## src/rtl/seq_det_pkg.sv

```systemverilog
// Shared definitions for the multi-pattern serial sequence detector.
//   LEN_W / SEL_W : width helpers for the pattern-length and pattern-select fields.
//   DEF_PAT0/1    : reset patterns that reproduce the legacy fixed 2-pattern detector.
//   DEF_LEN       : reset length of those two patterns.
package seq_det_pkg;

    function automatic int unsigned LEN_W(input int unsigned max_len);
        return $clog2(max_len + 1);
    endfunction

    function automatic int unsigned SEL_W(input int unsigned num_pat);
        return (num_pat > 1) ? $clog2(num_pat) : 1;
    endfunction

    localparam int unsigned DEF_LEN  = 4;
    localparam logic [3:0]  DEF_PAT0 = 4'b1110;
    localparam logic [3:0]  DEF_PAT1 = 4'b0001;

endpackage

```

## src/rtl/seq_det_chan.sv

```systemverilog
// One pattern channel of the sequence detector.
//   clk, rst   : clock, synchronous active-high reset
//   in_valid   : the shared history advances this cycle
//   hist_next  : shared history as it will be after this edge (newest bit at [0])
//   cfg_we     : configuration write addressed to this channel
//   cfg_pat/len/ovl/en : configuration values
//   cnt_clr    : clear the match counter
//   match_o    : registered one-cycle match pulse
//   cnt_o      : saturating match counter
module seq_det_chan
    import seq_det_pkg::*;
#(
    parameter int unsigned MAX_LEN = 8,
    parameter int unsigned CNT_W   = 8,
    parameter logic [31:0] RST_PAT = '0,
    parameter int unsigned RST_LEN = 0,
    parameter bit          RST_OVL = 1'b0,
    parameter bit          RST_EN  = 1'b0
) (
    input  logic                      clk,
    input  logic                      rst,
    input  logic                      in_valid,
    input  logic [MAX_LEN-1:0]        hist_next,
    input  logic                      cfg_we,
    input  logic [MAX_LEN-1:0]        cfg_pat,
    input  logic [LEN_W(MAX_LEN)-1:0] cfg_len,
    input  logic                      cfg_ovl,
    input  logic                      cfg_en,
    input  logic                      cnt_clr,
    output logic                      match_o,
    output logic [CNT_W-1:0]          cnt_o
);

    localparam int unsigned   LW        = LEN_W(MAX_LEN);
    localparam logic [LW-1:0] LEN_MAX   = LW'(MAX_LEN);
    localparam logic [LW-1:0] RST_LEN_L = LW'(RST_LEN);
    localparam logic          RST_EN_L  = RST_EN && (RST_LEN >= 1) && (RST_LEN <= MAX_LEN);

    logic [MAX_LEN-1:0] pat_q;
    logic [LW-1:0]      len_q;
    logic               ovl_q;
    logic               en_q;
    // Valid bits seen since the last clear, saturating at MAX_LEN. Stops the
    // zero-filled history after reset/config from producing false matches.
    logic [LW-1:0]      fill_q;
    logic               match_q;
    logic [CNT_W-1:0]   cnt_q;

    logic [MAX_LEN-1:0] len_mask;
    logic               fill_ok;
    logic               pat_ok;
    logic               hit;

    always_comb begin
        for (int i = 0; i < MAX_LEN; i++) begin
            len_mask[i] = (LW'(i) < len_q);
        end
    end

    assign fill_ok = ({1'b0, fill_q} + (LW + 1)'(1)) >= {1'b0, len_q};
    assign pat_ok  = ((hist_next ^ pat_q) & len_mask) == '0;
    assign hit     = in_valid && en_q && (len_q != '0) && fill_ok && pat_ok;

    always_ff @(posedge clk) begin
        if (rst) begin
            pat_q   <= RST_PAT[MAX_LEN-1:0];
            len_q   <= RST_LEN_L;
            ovl_q   <= RST_OVL;
            en_q    <= RST_EN_L;
            fill_q  <= '0;
            match_q <= 1'b0;
            cnt_q   <= '0;
        end else begin
            match_q <= hit && !cfg_we;
            if (cfg_we) begin
                pat_q  <= cfg_pat;
                len_q  <= cfg_len;
                ovl_q  <= cfg_ovl;
                en_q   <= cfg_en && (cfg_len != '0) && (cfg_len <= LEN_MAX);
                fill_q <= '0;
                cnt_q  <= '0;
            end else begin
                if (in_valid) begin
                    // Non-overlap: restart so the next match needs len fresh bits.
                    if (hit && !ovl_q) begin
                        fill_q <= '0;
                    end else if (fill_q < LEN_MAX) begin
                        fill_q <= fill_q + LW'(1);
                    end
                end
                if (cnt_clr) begin
                    cnt_q <= '0;
                end else if (match_q && (cnt_q != '1)) begin
                    cnt_q <= cnt_q + CNT_W'(1);
                end
            end
        end
    end

    assign match_o = match_q;
    assign cnt_o   = cnt_q;

endmodule

```

## src/rtl/seq_detector_multi.sv

```systemverilog
// Runtime-programmable multi-pattern serial sequence detector.
//   clk, rst     : clock, synchronous active-high reset
//   in_bit       : serial data, sampled when in_valid = 1
//   cfg_we/sel   : write pattern cfg_sel (out-of-range selects are ignored)
//   cfg_pat/len/ovl/en : pattern bits (bit [len-1] received first), length, overlap, enable
//   cnt_clr      : clear all match counters
//   match_o      : per-pattern one-cycle match pulse
//   any_match_o  : OR of match_o
//   match_cnt_o  : saturating counters, pattern k at [k*CNT_W +: CNT_W]
module seq_detector_multi
    import seq_det_pkg::*;
#(
    parameter int unsigned NUM_PAT = 2,
    parameter int unsigned MAX_LEN = 8,
    parameter int unsigned CNT_W   = 8
) (
    input  logic                      clk,
    input  logic                      rst,
    input  logic                      in_bit,
    input  logic                      in_valid,
    input  logic                      cfg_we,
    input  logic [SEL_W(NUM_PAT)-1:0] cfg_sel,
    input  logic [MAX_LEN-1:0]        cfg_pat,
    input  logic [LEN_W(MAX_LEN)-1:0] cfg_len,
    input  logic                      cfg_ovl,
    input  logic                      cfg_en,
    input  logic                      cnt_clr,
    output logic [NUM_PAT-1:0]        match_o,
    output logic                      any_match_o,
    output logic [NUM_PAT*CNT_W-1:0]  match_cnt_o
);

    localparam int unsigned SW = SEL_W(NUM_PAT);

    logic [MAX_LEN-1:0] hist_q;
    logic [MAX_LEN-1:0] hist_next;

    assign hist_next = in_valid ? {hist_q[MAX_LEN-2:0], in_bit} : hist_q;

    always_ff @(posedge clk) begin
        if (rst) begin
            hist_q <= '0;
        end else begin
            hist_q <= hist_next;
        end
    end

    for (genvar k = 0; k < NUM_PAT; k++) begin : g_chan
        // Channels 0 and 1 come up as the legacy fixed patterns.
        localparam logic [31:0] RST_PAT = (k == 0) ? 32'(DEF_PAT0) :
                                          (k == 1) ? 32'(DEF_PAT1) : 32'd0;
        localparam int unsigned RST_LEN = (k < 2) ? DEF_LEN : 0;

        logic cfg_hit;
        assign cfg_hit = cfg_we && (cfg_sel == SW'(k));

        seq_det_chan #(
            .MAX_LEN (MAX_LEN),
            .CNT_W   (CNT_W),
            .RST_PAT (RST_PAT),
            .RST_LEN (RST_LEN),
            .RST_OVL (k < 2),
            .RST_EN  (k < 2)
        ) u_chan (
            .clk       (clk),
            .rst       (rst),
            .in_valid  (in_valid),
            .hist_next (hist_next),
            .cfg_we    (cfg_hit),
            .cfg_pat   (cfg_pat),
            .cfg_len   (cfg_len),
            .cfg_ovl   (cfg_ovl),
            .cfg_en    (cfg_en),
            .cnt_clr   (cnt_clr),
            .match_o   (match_o[k]),
            .cnt_o     (match_cnt_o[k*CNT_W +: CNT_W])
        );
    end

    assign any_match_o = |match_o;

endmodule

```

## config.mk

```make
export PLATFORM = sky130hd
export DESIGN_NAME = seq_detector_multi
export DESIGN_NICKNAME = d
export VERILOG_FILES = /design/src/rtl/seq_det_pkg.sv /design/src/rtl/seq_det_chan.sv /design/src/rtl/seq_detector_multi.sv
export SDC_FILE = /design/constraint.sdc
export NUM_CORES = 1
export LEC_CHECK = 0
export ABC_AREA = 1
export BUFFER_PORTS_ARGS = -buffer_cell sky130_fd_sc_hd__buf_2
export CORE_MARGIN = 2
export CORE_UTILIZATION = 50
export CTS_BUF_LIST = sky130_fd_sc_hd__clkbuf_8
export DETAILED_ROUTE_END_ITERATION = 16
export PLACE_DENSITY = 0.7
export SLEW_MARGIN = 20
export SYNTH_ARGS = -nofsm -noshare
export SYNTH_HDL_FRONTEND = slang
export SYNTH_HIERARCHICAL = 1
export SYNTH_SLANG_ARGS = --single-unit
```

## constraint.sdc

```tcl
create_clock -name clk -period 4.41 [get_ports clk]
set_input_delay 0.882 -clock clk [delete_from_list [all_inputs] [get_ports clk]]
set_output_delay 0.882 -clock clk [all_outputs]
set_load 0.02 [all_outputs]
```

==> results of run 1 <==
[sequential cells by signal (all words and copies together) (netlist names)]
name                   cells
hist_q                     8
g_chan.u_chan/match_o      2
g_chan.u_chan/pat_q       16
g_chan.u_chan/en_q         2
g_chan.u_chan/fill_q       8
g_chan.u_chan/ovl_q        2
g_chan.u_chan/cnt_o       16
g_chan.u_chan/len_q        8
[cell type report]
cell class | count | area, µm² | share of cell area, %
repair buffers | 40 | 203 | 5.11
clock buffers | 9 | 124 | 3.12
multi-input cells | 341 | 1840 | 46.3
well taps | 80 | 100 | 2.52
inverters | 94 | 365 | 9.21
flip-flops and latches | 62 | 1240 | 31.3
clock inverters | 7 | 98.8 | 2.49
[where the power goes]
part | switching, mW | internal, mW | leakage (nW) | total (mW)
combinational | 0.125 | 0.0713 | 1.40 | 0.196
sequential | 0.0188 | 0.586 | 0.508 | 0.604
clock | 0.244 | 0.320 | 0.109 | 0.563
[routing by layer]
metal,vias to the layer above,part of all wire [%]
met2,90,45
met1,1369,47
li1,1660,-
met4,0,1.6
met3,14,5.9
met5,-,0
[worst reg2reg max path: stages (launching register included)]
cell	delay, ns
dfxtp_1	0.41
ha_1	0.22
xor2_1	0.26
ha_1	0.30
nand2_1	0.06
inv_1	0.04
nand2_1	0.05
nand2_1	0.05
a21oi_1	0.15
nor2_2	0.06
nand3_2	0.12
nand2_2	0.06
nor2_1	0.11
nor2_2	0.04
[synth_stat cells]
library cell / n / share of area [%]
a21boi_4: 1 / 0.54
a21oi_1: 37 / 5.3
a21oi_2: 2 / 0.50
a31oi_1: 1 / 0.18
and3_1: 5 / 0.90
and3_4: 1 / 0.32
buf_2: 2 / 0.29
buf_6: 1 / 0.32
clkbuf_1: 4 / 0.43
clkbuf_2: 1 / 0.14
clkinv_1: 2 / 0.22
dfxtp_1: 62 / 36
ha_1: 12 / 4.3
inv_1: 78 / 8.4
inv_2: 12 / 1.3
inv_6: 1 / 0.25
inv_8: 1 / 0.32
nand2_1: 111 / 12
nand2_2: 20 / 3.6
nand2_4: 3 / 0.97
nand2_8: 1 / 0.57
nand3_1: 24 / 3.4
nand3_2: 2 / 0.57
nand4_1: 1 / 0.18
nor2_1: 32 / 3.4
nor2_2: 20 / 3.6
nor2_4: 4 / 1.3
nor3b_1: 1 / 0.22
nor4_1: 2 / 0.36
o21ai_0: 32 / 4.6
o21ai_1: 8 / 1.1
o21ba_1: 1 / 0.29
o31ai_1: 3 / 0.65
or2_1: 3 / 0.54
or2_2: 4 / 0.72
xnor2_1: 4 / 1.0
xor2_1: 6 / 1.5
[path summary, 6_finish.rpt]
check	from	to	slack [ns]	cells past startpoint
hold reg to reg	g_chan[1].u_chan/cnt_o[4]	g_chan[1].u_chan/cnt_o[4]	0.45	2
setup / recovery	in_valid	g_chan[1].u_chan/fill_q[0]	2.34	13
hold / removal	g_chan[1].u_chan/cnt_o[4]	g_chan[1].u_chan/cnt_o[4]	0.45	2
setup reg to reg	g_chan[1].u_chan/fill_q[0]	g_chan[1].u_chan/fill_q[1]	2.40	13
[cell families (layout without fill, tap and decap cells)]
kind of cell | Yosys count | in the layout | share of synthesized area [%]
and+or+nand+nor | 234 | 234 | 32.7
buffers and inverters | 102 | 150 | 11.7
AOI/OAI and AO/OA | 85 | 85 | 13.2
DFF | 62 | 62 | 35.6
adders and majority gates | 12 | 12 | 4.31
xor gates and xnor gates | 10 | 10 | 2.51
[through the flow]
| step | cell area, µm² | hold slack (ns) | cells | setup slack, ns |
|---|---|---|---|---|
| 2_1_floorplan | 3480 | 0.436 | 505 | 2.31 |
| 3_3_place_gp | 3750 | 0.441 | 617 | 2.01 |
| 3_5_place_dp | 3750 | 0.444 | 617 | 1.97 |
| 4_1_cts | 3970 | 0.455 | 633 | 2.35 |
| 5_1_grt | 3970 | 0.467 | 633 | 2.15 |
| 6_report | 3970 | 0.453 | 633 | 2.34 |
==> impl_metrics.tcl, run 1 <==
set metrics [dict create \
    num_vias 3133 \
    synth_seq_cells 62 \
    die_area_um2 7650 \
    cp_common_cell "nand2_1" \
    grt_pass1_vias 2817 \
    io_buffers 39 \
    max-cap-violations 0 \
    cts-hold-fix-buffers 0 \
    clk_pin_slew_ns 0.07 \
    postRouteWirelength_mm 7.53 \
    crit_buf_inv 3 \
    worstPathCellList "buf_2 > inv_8 > nand2_2 > nand2_2 > inv_1 > nand2_1 > nand2_1 > nor2_1 > nor2_1 > nand2_1 > nor2_2 > nand3_2 > and3_1" \
    tightest_slew_ns 0.582 \
    setup_tns_ns 0 \
    via_per_inst 4.95 \
    ios 40 \
    fmax_mhz 483 \
    gp_congestion 0.859 \
    rsz0062_at_grt "false" \
    cts_resized 0 \
    syn-instance-count 505 \
    fin_util_pct 58.7 \
    grtUsageMet2_pct 34.8 \
    grt_pass1_wl_mm 12.6 \
    drtPass1Iterations 4 \
    worstSetupStartpointType "input pin" \
    clock-sinks 62 \
    cts_tree "built" \
    grt_max_degree 22 \
    mostFrequentLayoutCell "nand2_1" \
    antenna_cells 0 \
    critical_path.max_stage_delay_ns 0.29 \
    track_usage_pct 21.3 \
    yosysWarnings 6 \
    initialDrtViolationCount 130 \
    drv_slew 0 \
    use_met1_pct 26.8 \
    grt.overflow.total 0 \
    skew_ns 0.00772 \
    die-height_um 87.5 \
    drc 0 \
    syn2layout_area_growth_pct 13.9 \
    crit_path_end_kind "flop" \
    start_util_pct 51.6 \
    clkLatencyLatePin_ns 0.35 \
    yosysSeqAreaShare_pct 35.6 \
    slowest_stage "buf_2" \
    clockRootBuffer "clkbuf_8" \
    cts-buffers-inserted 9 \
    setup_violations 0 \
    powerDensity_nw_per_um2 344 \
    top_usage_layer "met2" \
    synth_area_um2 3480 \
    fp-row-count 30 \
    status "completed" \
    slew_headroom_pct 61.2 \
    drive_above_1_share_pct 23.1 \
    cellLeakagePower_nw 2.01 \
    htreeDepth 3 \
    antenna_left 0 \
    dp_hpwl_mm 5.53 \
    finalPower_mw 1.36 \
    wl_per_cell_um 11.9 \
    hp-class "reg2reg" \
    final_cell_mix "nand2_1, inv_1, dfxtp_1, buf_2, a21oi_1" \
    hold_viol_final 0 \
    min_period_over_period_pct 46.9 \
    fin_crit_ns 2.07 \
    criticalPathCategory "in2reg" \
    coreArea_um2 6760 \
    die-width_um 87.5 \
    yosysUniqueCellTypes 37 \
    critPathTopFamily "simple AND/OR/NAND/NOR gates" \
    crit_arrival_ns 2.31 \
    syn-num-nets 538 \
    fin_nets 581 \
    avgSynthCellArea_um2 6.90 \
    fill_cells 657 \
    antenna_found_initial 0 \
    met3_usage_pct 5.78 \
    cp_max_fo 15 \
    cts_buffer_depth 2 \
    cp.required_ns 4.65 \
    peakVddDrop_mv 0.200 \
    post_cts_buffers 0 \
]
Power figures use the tool's default switching activity.
==> run 2, diff against run 1 <==
clock period = 1.92 ns   (was 4.41 ns; I/O delays follow)
==> impl_metrics.tcl, run 2 (same netlist as run 1, synthesis figures left out) <==
set metrics [dict create \
    status "completed" \
    grt.overflow.total 0 \
    cp.required_ns 2.16 \
    setup_violations 0 \
    fin_crit_ns 1.85 \
    antenna_cells 0 \
    fill_cells 625 \
    drc 0 \
    rsz0062_at_grt "true" \
    max-cap-violations 0 \
    initialDrtViolationCount 175 \
    crit_arrival_ns 2.09 \
    antenna_left 0 \
    setup_tns_ns 0 \
    crit_path_end_kind "flop" \
    hp-class "in2reg" \
    critical_path.max_stage_delay_ns 0.36 \
    slew_headroom_pct 62.7 \
    grt_pass1_vias 2822 \
    cts_buffer_depth 2 \
    tightest_slew_ns 0.559 \
    clk_pin_slew_ns 0.07 \
    antenna_found_initial 0 \
    cts-hold-fix-buffers 0 \
    powerDensity_nw_per_um2 773 \
    coreArea_um2 6760 \
    worstPathCellList "ha_4 > xor2_2 > ha_1 > nand2_1 > inv_1 > nand2_1 > nand2_1 > a21oi_2 > nor2_2 > nand3_2 > nand2_2 > nor2_2 > nor2_2" \
    min_period_over_period_pct 96.4 \
    grt_pass1_wl_mm 12.8 \
    syn2layout_area_growth_pct 16.2 \
    via_per_inst 4.93 \
    num_vias 3134 \
    die-width_um 87.5 \
    skew_ns 0.00456 \
    fin_util_pct 59.9 \
    ios 40 \
    gp_congestion 0.818 \
    io_buffers 39 \
    clockRootBuffer "clkbuf_8" \
    grt_max_degree 22 \
    fmax_mhz 541 \
    htreeDepth 3 \
    cellLeakagePower_nw 2.04 \
    fin_nets 584 \
    wl_per_cell_um 12.1 \
    clkLatencyLatePin_ns 0.34 \
    clock-sinks 62 \
    postRouteWirelength_mm 7.71 \
    drtPass1Iterations 4 \
    drive_above_1_share_pct 25.5 \
    peakVddDrop_mv 0.382 \
    cts-buffers-inserted 9 \
    drv_slew 0 \
    die_area_um2 7650 \
    fin_area_um2 4050 \
    slowest_stage "dfxtp_4" \
    criticalPathCategory "reg2reg" \
    mostFrequentLayoutCell "nand2_1" \
    final_cell_mix "nand2_1, inv_1, dfxtp_1, buf_2, a21oi_1" \
    fp-row-count 30 \
    placed_cell_area_um2 3760 \
    worstSetupStartpointType "flop" \
    hold_viol_final 0 \
    cts_tree "built" \
    track_usage_pct 21.5 \
    die-height_um 87.5 \
    cp_max_fo 5 \
    dp_hpwl_mm 5.61 \
    whs_ns 0.269 \
    start_util_pct 51.6 \
]
-- run 2: path summary, 6_finish.rpt --
check / slack (ns) / cells past startpoint / startpoint / end
setup / recovery: 0.07 / 13 / g_chan[1].u_chan/fill_q[0] / g_chan[1].u_chan/fill_q[1]
hold reg to reg: 0.46 / 2 / g_chan[1].u_chan/cnt_o[4] / g_chan[1].u_chan/cnt_o[4]
hold / removal: 0.27 / 3 / cfg_pat[3] / g_chan[0].u_chan/pat_q[3]
setup reg to reg: 0.07 / 13 / g_chan[1].u_chan/fill_q[0] / g_chan[1].u_chan/fill_q[1]
-- run 2: cell type report --
type,instances,area [µm²],area share (%)
inverters,94,365,9.02
repair buffers,43,225,5.56
clock inverters,6,77.6,1.92
flip-flops and latches,62,1250,30.9
clock buffers,10,138,3.40
well taps,80,100,2.47
multi-input cells,341,1890,46.7
-- run 2: what timing repair did --
action,in CTS,in global routing
setup endpoints to repair,4,7
hold endpoints to repair,0,0
gates resized for setup,2,15
buffers inserted,0,1
pin swaps,0,5
-- run 2: critical path: cells and delay by family (launching register included) --
kind / cells / cell delay (ns)
AND/OR/NAND/NOR: 8 / 0.55
adder cells (fa/ha/maj): 2 / 0.50
flip-flops: 1 / 0.36
XOR/XNOR: 1 / 0.15
AO/OA/AOI/OAI: 1 / 0.14
buffers and inverters: 1 / 0.03
-- run 2: per-stage QoR --
stage	instances	power [mW]	setup WS [ns]
2_1_floorplan	505	1.75	0.187
5_1_grt	636	3.30	-0.0589
3_5_place_dp	619	1.87	-0.0127
6_report	636	3.13	0.0699
4_1_cts	635	3.14	0.0313
3_3_place_gp	619	1.86	0.0109
-- run 2: where the power goes --
group | internal [mW] | leakage, nW | switching, mW
Combinational | 0.179 | 1.41 | 0.297
Clock | 0.753 | 0.119 | 0.511
Sequential | 1.35 | 0.510 | 0.0471
-- run 2: routing by layer --
metal | routed length [µm] | up-vias | track usage (%)
li1 | - | 1661 | -
met1 | 3550 | 1394 | 27.6
met2 | 3720 | 71 | 35.7
met3 | 356 | 8 | 3.51
met4 | 76 | 0 | 8.95
met5 | 0 | - | 0
